$ cat config.mk
export PLATFORM = sky130hd
export DESIGN_NAME = sram_arbiter
export DESIGN_NICKNAME = d
export VERILOG_FILES = /design/src/rtl/sram_arbiter.sv
export SDC_FILE = /design/constraint.sdc
export NUM_CORES = 1
export LEC_CHECK = 0
export ABC_AREA = 1
export BUFFER_PORTS_ARGS = -buffer_cell sky130_fd_sc_hd__buf_2
export CAP_MARGIN = 15
export CORE_AREA = 2 2 125 127
export CTS_CLUSTER_DIAMETER = 60
export CTS_CLUSTER_SIZE = 30
export DETAILED_ROUTE_END_ITERATION = 8
export DIE_AREA = 0 0 127 129
export GPL_TIMING_DRIVEN = 0
export SKIP_LAST_GASP = 1
export SLEW_MARGIN = 10
export SYNTH_ARGS = -nofsm -noshare
export SYNTH_HDL_FRONTEND = slang
export SYNTH_SLANG_ARGS = --single-unit
$ cat constraint.sdc
create_clock -name clk_i -period 2.39 [get_ports clk_i]
set_clock_uncertainty 0.05 [all_clocks]
set_input_delay 0.1195 -clock clk_i [delete_from_list [all_inputs] [get_ports clk_i]]
set_output_delay 0.1195 -clock clk_i [all_outputs]
set_load 0.005 [all_outputs]
$ cat src/rtl/sram_arbiter.sv
// Round-robin arbiter sharing one single-port SRAM between NUM_PORTS requesters.
// One grant per cycle. A response pulse comes back one cycle later, matching the SRAM read latency.
module sram_arbiter #(
   parameter int NUM_PORTS  = 2,
   parameter int DATA_WIDTH = 32,
   parameter int NUM_WORDS  = 131072,
   localparam int AW        = $clog2(NUM_WORDS)
) (
   input  logic                            clk_i,
   input  logic                            rst_ni,
   input  logic [NUM_PORTS-1:0]            req_i,
   input  logic [NUM_PORTS-1:0]            we_i,
   input  logic [NUM_PORTS*AW-1:0]         addr_i,
   input  logic [NUM_PORTS*DATA_WIDTH-1:0] wdata_i,
   input  logic [NUM_PORTS*DATA_WIDTH-1:0] be_i,
   output logic [NUM_PORTS-1:0]            gnt_o,
   output logic [NUM_PORTS-1:0]            rvalid_o,
   output logic [DATA_WIDTH-1:0]           rdata_o,
   output logic                            sram_req_o,
   output logic                            sram_we_o,
   output logic [AW-1:0]                   sram_addr_o,
   output logic [DATA_WIDTH-1:0]           sram_wdata_o,
   output logic [DATA_WIDTH-1:0]           sram_be_o,
   input  logic [DATA_WIDTH-1:0]           sram_rdata_i
);

   // Handshake: a request transfers in any cycle where req_i[p] && gnt_o[p].
   // The requester holds its request fields stable until granted, and it may withdraw before the grant.
   // rvalid_o[p] pulses exactly one cycle after each transfer. For a read, rdata_o is valid in that same cycle.

   localparam int PW = $clog2(NUM_PORTS);

   logic [PW-1:0]        ptr_q, ptr_d;
   logic [NUM_PORTS-1:0] rsp_q;
   logic [NUM_PORTS-1:0] gnt_raw;
   logic [PW-1:0]        gnt_idx;
   logic [PW:0]          cand;
   logic                 found;
   logic                 gnt_any;

   // Scan from ptr_q upward. The index wraps explicitly, so non-power-of-two port counts work.
   always_comb begin
      gnt_raw = '0;
      gnt_idx = '0;
      found   = 1'b0;
      cand    = '0;
      for (int i = 0; i < NUM_PORTS; i++) begin
         cand = {1'b0, ptr_q} + (PW+1)'(i);
         if (cand >= (PW+1)'(NUM_PORTS)) begin
            cand = cand - (PW+1)'(NUM_PORTS);
         end
         if (!found && req_i[cand[PW-1:0]]) begin
            found   = 1'b1;
            gnt_idx = cand[PW-1:0];
         end
      end
      if (found) begin
         gnt_raw[gnt_idx] = 1'b1;
      end
   end

   assign gnt_any = found & rst_ni;
   assign gnt_o   = rst_ni ? gnt_raw : '0;

   always_comb begin
      ptr_d = ptr_q;
      if (gnt_any) begin
         ptr_d = (gnt_idx == PW'(NUM_PORTS - 1)) ? '0 : gnt_idx + PW'(1);
      end
   end

   // When nothing is granted the mux falls back to port 0. sram_req_o keeps the SRAM idle.
   always_comb begin
      sram_we_o    = we_i[0];
      sram_addr_o  = addr_i[AW-1:0];
      sram_wdata_o = wdata_i[DATA_WIDTH-1:0];
      sram_be_o    = be_i[DATA_WIDTH-1:0];
      for (int p = 0; p < NUM_PORTS; p++) begin
         if (gnt_o[p]) begin
            sram_we_o    = we_i[p];
            sram_addr_o  = addr_i[p*AW +: AW];
            sram_wdata_o = wdata_i[p*DATA_WIDTH +: DATA_WIDTH];
            sram_be_o    = be_i[p*DATA_WIDTH +: DATA_WIDTH];
         end
      end
   end

   assign sram_req_o = gnt_any;

   always_ff @(posedge clk_i or negedge rst_ni) begin
      if (!rst_ni) begin
         ptr_q <= '0;
         rsp_q <= '0;
      end else begin
         ptr_q <= ptr_d;
         rsp_q <= gnt_o;
      end
   end

   assign rvalid_o = rsp_q;
   assign rdata_o  = sram_rdata_i;

endmodule

Yosys cells after proc, flatten, opt, wreduce, memory -nomap -nowiden --
Index checks and enable logic that the tools add are counted.
Word-level totals: bits in registers 3, bits in latches 0, bits in writable memories 0, ROM bits 0, output and inout bits 119, word-level logic and storage cells 35, memories kept 0
Operators by class: $add $sub $neg 4, multiply operators 0, divide/modulo/power cells 0, magnitude comparators 6, eq/ne operators 0, shift operators 0, multiplexer cells 19, bitwise logic cells 1, reductions and logical operators 3
Operators with widths (count):
- $mux 32 | 2
- $mux 17 | 1
- $mux 1 | 13
- $lt 1x2->1 const B | 3
- $mux 2 | 2
- $add 1x1->2 const B | 1
- $ge 1x2->1 const B | 1
- $ge 2x2->1 const B | 1
- $logic_and 1x1->1 | 2
- $sub 1x1->1 const B | 2
- $add 1x1->1 const B | 1
- $and 1x1->1 | 1
- $demux 1 s1 | 1
- $ge 1x1->1 const B | 1
- $logic_not 1->1 | 1

Depth between registers and ports, before layout --
Gate-level depths: netlist of run 1.
depth after elaboration 15, gate-level depth with buffers 7

Least setup slack after synthesis of run 1 --
No wires, ideal clock.
kind register -> output, start reg ptr_q, end out sram_wdata_o[15], arrival time 954 ps, required time 2220 ps, setup slack 1266 ps, cell stages (with the launch flop) 8, path buffers 2, cell sequence dfrtp_1 > inv_1 > nand2_1 > nand3_1 > buf_4 > buf_6 > nand2_1 > nand2_1
On the way: word-level cells in the longest chain between the ends 15
RTL lines:
- start: declaration | line 33 | logic [PW-1:0] ptr_q, ptr_d;
- start signal: assignment | line 95 | ptr_q <= ptr_d;
- $ge 1x2->1 / $sub 1x1->1 (equally long branches) | line 49, 50
- $mux 1 | line 49 | if (cand >= (PW+1)'(NUM_PORTS)) begin
- $mux 1 (implied by the code) (2 in a row) | line 52 | if (!found && req_i[cand[PW-1:0]]) begin
- $mux 1 | line 52
- $logic_not 1->1 | line 52
- $logic_and 1x1->1 | line 52
- $mux 1 | line 52
- $lt 1x2->1 (implied by the code) / $ge 1x1->1 (equally long branches) | line 58 | gnt_raw[gnt_idx] = 1'b1;
- $logic_and 1x1->1 (implied by the code) | line 58
- $mux 1 (implied by the code) | line 58
- $demux 1 s1 | line 58
- $mux 2 * | line 57 | if (found) begin
- $mux 2 * | line 63 | assign gnt_o = rst_ni ? gnt_raw : '0;
- $mux 32 * | line 79 | if (gnt_o[p]) begin
- end: declaration | line 22 | output logic [DATA_WIDTH-1:0] sram_wdata_o,
Every way passes the cells marked *; elsewhere a longest branch is shown, timed or not. The select of a mux whose other input is x is not followed.

Final worst setup path of run 1 --
start in rst_ni, end out sram_wdata_o[5]
On the way: word-level cells in the longest chain between the ends 2
RTL lines:
- start: declaration | line 10 | input logic rst_ni,
- $mux 2 | line 63
- $mux 32 | line 79
No other way between the ends.

==> results of run 1 <==
-- cell families (layout without fill, tap and decap cells) --
group / after synthesis / in the layout / synth area share
AO/OA/AOI/OAI: 2 / 2 / 0.00709
AND/OR/NAND/NOR: 251 / 251 / 0.651
buffers and inverters: 72 / 363 / 0.299
flip-flops: 3 / 3 / 0.0426
-- cells in the final DEF (no fill, tap or decap), drive strengths merged --
cell type / n
nand2: 168
clkbuf: 9
nand3: 1
a21boi: 1
inv: 4
nand4: 82
dfrtp: 3
buf: 349
dlygate4sd3: 1
o21ai: 1
-- critical path, cell delays in order --
cell,delay [ns]
dlygate4sd3_1,0.52
buf_2,0.20
buf_2,0.31
buf_2,0.27
nand4_1,0.15
nand2_1,0.09
buf_2,0.11
-- routing by layer --
metal	track usage	vias to the layer above	part of all wire
met5	0	-	0
met4	0.0259	0	0.014
met1	0.129	1368	0.39
met2	0.208	192	0.51
met3	0.0170	14	0.084
li1	-	1666	-
-- repair_timing --
item / 4_1_cts / 5_1_grt
hold endpoints to repair: 3 / 0
hold buffers: 1 / 0
gates resized for setup: 0 / 0
-- cell type report --
type,instances,share of cell area
timing repair buffer,287,0.410
sequential,3,0.0213
buffer,68,0.146
multi-input combinational,253,0.330
tap,188,0.0668
inverter,4,0.00427
clock buffer,4,0.0224
-- power by group through the flow --
stage	Sequential, uW	Combinational, uW	Clock, uW
after floorplan	57.9	319	0
after global placement	58.1	673	0
after detailed placement	58.1	674	0
after CTS	57.6	679	267
after global routing	57.9	746	271
final	57.5	668	263
-- path summary, 6_finish.rpt --
check	slack, ns	start	end	cells past startpoint
min	0.22	rst_ni	ptr_q	2
max	0.46	rst_ni	sram_wdata_o[5]	7
max reg2reg	1.15	ptr_q	rvalid_o[1]	6
max in group asynchronous	1.91	rst_ni	rvalid_o[1]	2
min reg2reg	0.46	ptr_q	ptr_q	2
min in group clk_i	0.22	req_i[0]	ptr_q	4
-- sequential cells by signal, summed over array words and instances (netlist names) --
signal / cells
ptr_q: 1
rvalid_o: 2
-- per-stage QoR --
stage | util | power, uW | hold WS [ns] | cell area (um^2)
finish | 0.235 | 988 | 0.220 | 3520
global route | 0.235 | 1080 | 0.223 | 3520
CTS | 0.235 | 1000 | 0.218 | 3520
detailed placement | 0.229 | 732 | -0.0864 | 3430
global placement | 0.229 | 731 | -0.0884 | 3430
floorplan | - | 377 | -0.226 | 1760
==> flow_summary.ini, run 1 <==
[final_layout]
instances_no_fill = 807
final_nets = 820
area_growth_pct = 99.5
fillers = 1749
seqCellArea_um2 = 75.1
diodes = 0
layout-drive-gt1-share = 0.569
multiInputGateArea_um2 = 1160

[logic_synthesis]
syn_inst = 328
synth.most_common_cell = nand2_1
synth_common_cells = nand2_1, nand4_1, buf_4
yosys.area.top_type = nand2_1
synth_area_leaders = nand2_1, nand4_1, buf_4
netlist_area_um2 = 1760
netlist.area_leader.share = 0.357
yosys_warnings = 0
synth-async-reset-ratio = 1.00
syn_avg_cell_area_um2 = 5.38
synth_ff_type = dfrtp_1
netlist-cell-type-count = 11
syn_nets = 528
synth_enable_flop_cells = 0
ys_seq_area_frac = 0.0426
ys_ff_latch = 3

[pwr]
p_per_area_nw_per_um2 = 281
clkPwrFrac = 0.266
internal-power_uw = 618
netSwitchingFraction = 0.375
p_sw_uw = 370
p_leak_uw = 0.00227
vdd_drop_max_mv = 0.216
combPwrFrac = 0.676
seqPwrFrac = 0.058

[global_routing]
grt_usage = 0.110
grt-ovfl-total = 0
grt_max_degree = 11
antenna_found_initial = 0
grt_pass1_vias = 2914
grt_pass1_wl_mm = 14.5

[cts]
clk_path_buf_depth = 2
htreeDepth = 1
cts_buffers = 3
cts_setup_buffers = 0
cts_tree = yes
path_clk_slew_ns = 0.03
root_buffer = clkbuf_16
clock_latency_ns = 0.22
cts_sinks = 3

[worst_setup_path]
critical_path.max_fanout = 10
arrival_ns = 1.76
crit_path_start_kind = input port
worstSetupPathType = input port to output port
required_ns = 2.22
crit_path_end_kind = output port

[floorplanning]
rows = 45
die_w_um = 127
die_h_um = 129
fp.dieArea_um2 = 16400
io-pin-count = 319
start_util = 0.118
core_area_um2 = 15000

[detailed_routing]
vias = 3240
drt_pass1_iterations = 4
drt-initial-drc-count = 89
avgViaCountPerCell = 4.01
drtAntennaViolNets = 0
drc = 0
wire_per_inst_um = 12.6
finalWirelength_mm = 10.1

[placement]
dp_slack_ns = 0.911
port_buffers = 286
numPlacedInstances = 802
gp_congestion = 0.795
dp_hpwl_mm = 8.59

[timing]
rsz0062_at_grt = false
finalCritPeriodShare = 0.808
setup_tns_ns = 0
setup_viol = 0
timing.final.crit_period_ns = 1.93
report.final.slew_viol_count = 0
setup_ws_ns = 0.460
worstMarginPinSlew_ns = 0.471
finalHoldViolCount = 0
fmax_mhz = 518
max_slew_margin = 0.686

[min_path]
hp-class = input port to async pin

[run]
maxCapViolCount = 0

[outcome]
status = finished, final reports clean
Note: power is estimated with default switching activity, not from simulation.
==> inputs of run 2 (changes only) <==
--- a/config.mk
+++ b/config.mk
@@ -5,14 +5,14 @@
 export SDC_FILE = /design/constraint.sdc
 export NUM_CORES = 1
 export LEC_CHECK = 0
-export ABC_AREA = 1
+export ABC_AREA = 0
 export BUFFER_PORTS_ARGS = -buffer_cell sky130_fd_sc_hd__buf_2
 export CAP_MARGIN = 15
-export CORE_AREA = 2 2 125 127
+export CORE_AREA = 2 2 124 126
 export CTS_CLUSTER_DIAMETER = 60
 export CTS_CLUSTER_SIZE = 30
 export DETAILED_ROUTE_END_ITERATION = 8
-export DIE_AREA = 0 0 127 129
+export DIE_AREA = 0 0 126 128
 export GPL_TIMING_DRIVEN = 0
 export SKIP_LAST_GASP = 1
 export SLEW_MARGIN = 10
==> constraint.sdc (replaced) <==
create_clock -name clk_i -period 1.9 [get_ports clk_i]
set_clock_uncertainty 0.05 [all_clocks]
set_input_delay 0.095 -clock clk_i [delete_from_list [all_inputs] [get_ports clk_i]]
set_output_delay 0.095 -clock clk_i [all_outputs]
set_load 0.005 [all_outputs]
==> run 2 against run 1 <==
  * Sequential power is 35% higher
  * Cell area down 0.53%
  * Power up 26%
  * Global-route usage fell by 4.0 points
  * Via count down 35%
  * Worst hold slack got worse by 0.15 ns
==> flow_summary.ini, run 2 <==
[placement]
gp_congestion = 0.683
dp_hpwl_mm = 6.35
numPlacedInstances = 608
port_buffers = 286

[worst_setup_path]
crit_family = buffers and inverters
critical_path.max_fanout = 10
worstReg2RegStart = ptr_q
worstSetupPathType = flip-flop to output port
path_buf_inv = 3
max_stage_delay_ns = 0.41
crit_path_start_kind = flip-flop
arrival_ns = 1.70
crit_slowest_cell = dfrtp_1
required_ns = 1.75
critical_path.startpoint = ptr_q
path_cells = o211ai_2 > buf_12 > buf_12 > mux2_4 > buf_2
cp_common_cell = buf_12
crit_path_end_kind = output port

[logic_synthesis]
yosys_warnings = 0
syn_nets = 334
synth_ff_type = dfrtp_1
synth_area_leaders = mux2_4, buf_4, buf_12
synth_top_family_by_area = multiplexers
synth-async-reset-ratio = 1.00
synth_compound_area_frac = 0.0212
synth_enable_flop_cells = 0
netlist.area_leader.share = 0.605
syn_inst = 134
synthMuxAreaShare = 0.690
yosys.area.top_type = mux2_4
synth.most_common_cell = mux2_4
syn_avg_cell_area_um2 = 12.8
netlist-cell-type-count = 12
yosys.area_share.simple = 0.00219
ys_ff_latch = 3
synthAdderAreaFrac = 0
synthXorXnorAreaFrac = 0
ys_seq_area_frac = 0.0438
netlist_area_um2 = 1710
synth_common_cells = mux2_4, buf_4, mux2_2

[detailed_routing]
vias = 2122
drtAntennaViolNets = 0
finalWirelength_mm = 7.11
wire_per_inst_um = 11.6
drc = 0
avgViaCountPerCell = 3.45
drt_pass1_iterations = 2
drt-initial-drc-count = 35

[pwr]
internal-power_uw = 908
p_per_area_nw_per_um2 = 357
p_leak_uw = 0.00217
combPwrFrac = 0.671
vdd_drop_max_mv = 0.439
seqPwrFrac = 0.062
finalPower_uw = 1250
p_sw_uw = 342
netSwitchingFraction = 0.273
clkPwrFrac = 0.266

[cts]
cts_buffers = 3
clk_path_buf_depth = 2
clock_latency_ns = 0.22
cts_tree = yes
htreeDepth = 1
path_clk_slew_ns = 0.03
root_buffer = clkbuf_16
cts_sinks = 3

[final_layout]
final_nets = 628
diodes = 0
largest_reg_flops = 2
seqCellArea_um2 = 75.1
multiInputGateArea_um2 = 1220
area_growth_pct = 104
layout-drive-gt1-share = 0.974
instances_no_fill = 615
fillers = 1655
final_common_cell = buf_2
most-common-layout-cells = buf_2, mux2_4, buf_4, mux2_2, buf_12

[timing]
timing.final.crit_period_ns = 1.84
worstMarginPinSlew_ns = 0.214
report.final.slew_viol_count = 0
max_slew_margin = 0.857
setup_viol = 0
finalHoldViolCount = 0
fin_worst_hold_slack_ns = 0.0738
rsz0062_at_grt = true
finalCritPeriodShare = 0.971
fmax_mhz = 542

[outcome]
status = finished, final reports clean

[global_routing]
antenna_found_initial = 0
grt_pass1_wl_mm = 8.99
grt_usage = 0.0695
grt-ovfl-total = 0
grt_max_degree = 11
grt_pass1_vias = 1835

[floorplanning]
core_area_um2 = 14900
io-pin-count = 319
die_w_um = 126
die_h_um = 128
start_util = 0.115
fp.dieArea_um2 = 16100
rows = 45

[min_path]
hp-class = input port to flip-flop
min_from = req_i[1]

[run]
maxCapViolCount = 0
==> run 2: changes by cell type after synthesis, moves of 2 or more <==
cell,delta
nand2_1,-167
mux2_2,+13
nand4_1,-82
mux2_4,+69
inv_1,-3
buf_6,-15
buf_12,+8
buf_2,-14
clkbuf_1,-5
a21oi_1,+2
==> run 2: repair_timing <==
item / in CTS / in global routing
gates resized for setup: 0 / 0
hold buffers: 1 / 0
hold endpoints to repair: 3 / 0
pin swaps: 0 / 0
buffers inserted: 1 / 0
setup endpoints to repair: 2 / 15
cloned: 0 / 1
==> run 2: layout make-up <==
type / count / share of cell area
multi-input cells: 88 / 0.349
well taps: 188 / 0.0672
clock buffers: 4 / 0.0225
repair buffers: 289 / 0.421
flip-flops and latches: 3 / 0.0214
plain buffers: 41 / 0.117
inverters: 2 / 0.00214
==> run 2: path summary, 6_finish.rpt <==
check | end | slack (ns) | cells past startpoint
max in group asynchronous | rvalid_o[0] | 1.40 | 2
hold / removal | ptr_q | 0.07 | 2
setup / recovery | sram_wdata_o[4] | 0.06 | 5
min in group asynchronous | ptr_q | 0.25 | 2
setup reg to reg | rvalid_o[1] | 0.66 | 4
hold reg to reg | ptr_q | 0.51 | 1
==> run 2: cells by family after synthesis <==
logic type / Yosys count
AND/OR/NAND/NOR: 1
flip-flops: 3
AO/OA/AOI/OAI: 5
multiplexers: 82
buffers and inverters: 43
==> run 2: worst reg2reg max path: stages (launching register included) <==
cell	delay, ns
dfrtp_1	0.41
o211ai_2	0.23
buf_12	0.22
buf_12	0.16
inv_1	0.06
==> run 2: metal layers <==
layer	wire, um	global-route usage	vias up
li1	-	-	1036
met1	2380	0.0693	910
met2	3880	0.145	174
met3	840	0.0175	2
met4	17	0.00970	0
met5	0	0	-
==> run 2: power groups by stage <==
| stage | combinational [uW] | sequential [uW] | clock (uW) |
|---|---|---|---|
| 3_3_place_gp | 831 | 77.4 | 0 |
| 2_1_floorplan | 446 | 77.3 | 0 |
| 5_1_grt | 904 | 79.0 | 348 |
| 4_1_cts | 846 | 77.8 | 340 |
| 3_5_place_dp | 839 | 77.9 | 0 |
| 6_report | 839 | 77.6 | 333 |
==> run 2: through the flow <==
step                 util  setup WS [ns]  cell area, um^2  setup TNS [ns]
floorplan               -          0.532             1710               0
global placement    0.227          0.251             3380               0
detailed placement  0.227          0.239             3380               0
CTS                 0.234      -0.000275             3480       -0.000275
global route        0.236        -0.0341             3500          -0.363
finish              0.236         0.0553             3500               0
==> inputs of run 3 (changes only) <==
==> constraint.sdc (replaced) <==
create_clock -name clk_i -period 1.5 [get_ports clk_i]
set_clock_uncertainty 0.05 [all_clocks]
set_input_delay 0.075 -clock clk_i [delete_from_list [all_inputs] [get_ports clk_i]]
set_output_delay 0.075 -clock clk_i [all_outputs]
set_load 0.02 [all_outputs]
==> run 3 against run 2 <==
  * The run now ends with setup timing left
  * Setup slack got worse by 0.41 ns
  * Worst hold slack got worse by 0.0020 ns
  * Non-clock buffer count increased by 12
  * Cell area increased by 11%
  * Global-route usage is 0.48 points higher
  * Sequential cell count unchanged
  * Die area unchanged
  * Routed wire length grew 5.4%
  * Sequential share of layout area down 0.21 points
  * Combinational power increased by 84%
  * Utilization up 2.5 points
  * Via count is 3.3% higher
==> flow_summary.ini, run 3 (synthesis gave the netlist of run 2 again) <==
[outcome]
status = finished with violations
violations = setup timing

[final_layout]
fin_util = 0.261
final_nets = 640
most-common-layout-cells = buf_2, mux2_4, buf_4, buf_6, buf_12
final_common_cell = buf_2
diodes = 0
layout-drive-gt1-share = 0.975
instances_no_fill = 627
fillers = 1620
multiInputGateArea_um2 = 1240
largest_reg_flops = 2
seqCellArea_um2 = 75.1
area_growth_pct = 126

[worst_setup_path]
critical_path.max_fanout = 10
max_stage_delay_ns = 0.40
required_ns = 1.37
crit_path_end_kind = output port
path_cells = o211ai_4 > buf_12 > buf_4 > buf_12 > mux2_4 > buf_2
cp_common_cell = buf_12
arrival_ns = 1.73
crit_path_start_kind = flip-flop
crit_slowest_cell = dfrtp_1
r2r_slack_ns = 0.23
worstSetupPathType = flip-flop to output port

[detailed_routing]
drc = 0
finalWirelength_mm = 7.50
drt-initial-drc-count = 14
vias = 2192
wire_per_inst_um = 12.0
avgViaCountPerCell = 3.50
drtAntennaViolNets = 0
drt_pass1_iterations = 4

[timing]
setup_viol = 83
rsz0062_at_grt = true
finalHoldViolCount = 0
setup_ws_ns = -0.358
max_slew_margin = 0.875
finalCritPeriodShare = 1.24
fmax_mhz = 538
worstMarginPinSlew_ns = 0.187
report.final.slew_viol_count = 0
fin_worst_hold_slack_ns = 0.0718
timing.final.crit_period_ns = 1.86

[pwr]
p_sw_uw = 750
p_leak_uw = 0.00234
internal-power_uw = 1310
finalPower_uw = 2060
vdd_drop_max_mv = 0.579
seqPwrFrac = 0.047
clkPwrFrac = 0.205
p_per_area_nw_per_um2 = 532
combPwrFrac = 0.748
netSwitchingFraction = 0.364

[global_routing]
grt_pass1_vias = 1924
grt_pass1_wl_mm = 9.54
antenna_found_initial = 0
busiest_layer = met2
met2_usage = 0.157
grt_usage = 0.0743
grt_util_met1 = 0.0728
grt_util_met3 = 0.0184
grt-ovfl-total = 0
grt_max_degree = 11

[cts]
htreeDepth = 1
path_clk_slew_ns = 0.03
cts_tree = yes
root_buffer = clkbuf_16
clk_path_buf_depth = 2
clock_latency_ns = 0.22
cts_sinks = 3
cts_buffers = 3

[run]
maxCapViolCount = 0

[placement]
gp_congestion = 0.683
port_buffers = 286
dp_hpwl_mm = 6.35
numPlacedInstances = 608

[floorplanning]
core_area_um2 = 14900
die_w_um = 126
die_h_um = 128
fp.dieArea_um2 = 16100
rows = 45
io-pin-count = 319
start_util = 0.115

[min_path]
hp-class = input port to flip-flop
-- run 3: cell types whose count changed in the layout (fill, tap and decap cells not counted), moves of 3 or more --
cell,change
mux2_2,-3
buf_12,+3
buf_6,+25
buf_2,-41
buf_4,+23
mux2_4,+3
-- run 3: per-layer routing --
layer  wire (um)  vias to the layer above  share of wire
met3         861                        2           0.11
met4          17                        0         0.0023
met1        2400                      954           0.32
met2        4220                      174           0.56
li1            -                     1062              -
met5           0                        -              0
-- run 3: layout make-up --
class	count	share of cell area
plain buffers	41	0.106
clock buffers	4	0.0204
inverters	2	0.00194
multi-input cells	88	0.321
flip-flops and latches	3	0.0194
well taps	188	0.0607
repair buffers	301	0.470
-- run 3: power by group through the flow --
stage	clock network, uW	registers [uW]	logic, uW
final	422	97.4	1540
after global routing	440	98.6	1630
after CTS	431	97.9	1520
after detailed placement	0	98.6	1350
after global placement	0	98.1	1340
after floorplan	0	102	865
-- run 3: final timing paths --
kind | start | end | cells past startpoint
max in group asynchronous | rst_ni | rvalid_o[0] | 2
min in group asynchronous | rst_ni | ptr_q | 2
hold reg to reg | ptr_q | rvalid_o[0] | 3
setup reg to reg | ptr_q | rvalid_o[1] | 5
hold / removal | req_i[0] | rvalid_o[0] | 3
setup / recovery | ptr_q | sram_be_o[22] | 6
-- run 3: per-stage QoR --
step	setup slack, ns	cell area (um^2)	setup TNS, ns
floorplan	0.117	1710	0
global placement	-0.156	3380	-6.63
detailed placement	-0.168	3380	-7.50
finish	-0.358	3870	-25.33
global route	-0.403	3870	-29.11
CTS	-0.382	3790	-28.07
-- run 3: what timing repair did --
item,in CTS,in global routing
gates resized for setup,51,25
endpoints found under the hold margin,3,0
pin swaps,0,0
endpoints found under the setup margin,83,83
gates cloned,3,1
setup buffers,9,2
hold buffers,1,0
-- run 3: worst max-delay path, delay by kind of cell (launching register included) --
family                 cells  cell delay [ns]
multiplexers               1             0.30
flip-flops                 1             0.40
AO/OA/AOI/OAI              1             0.20
buffers and inverters      4             0.60
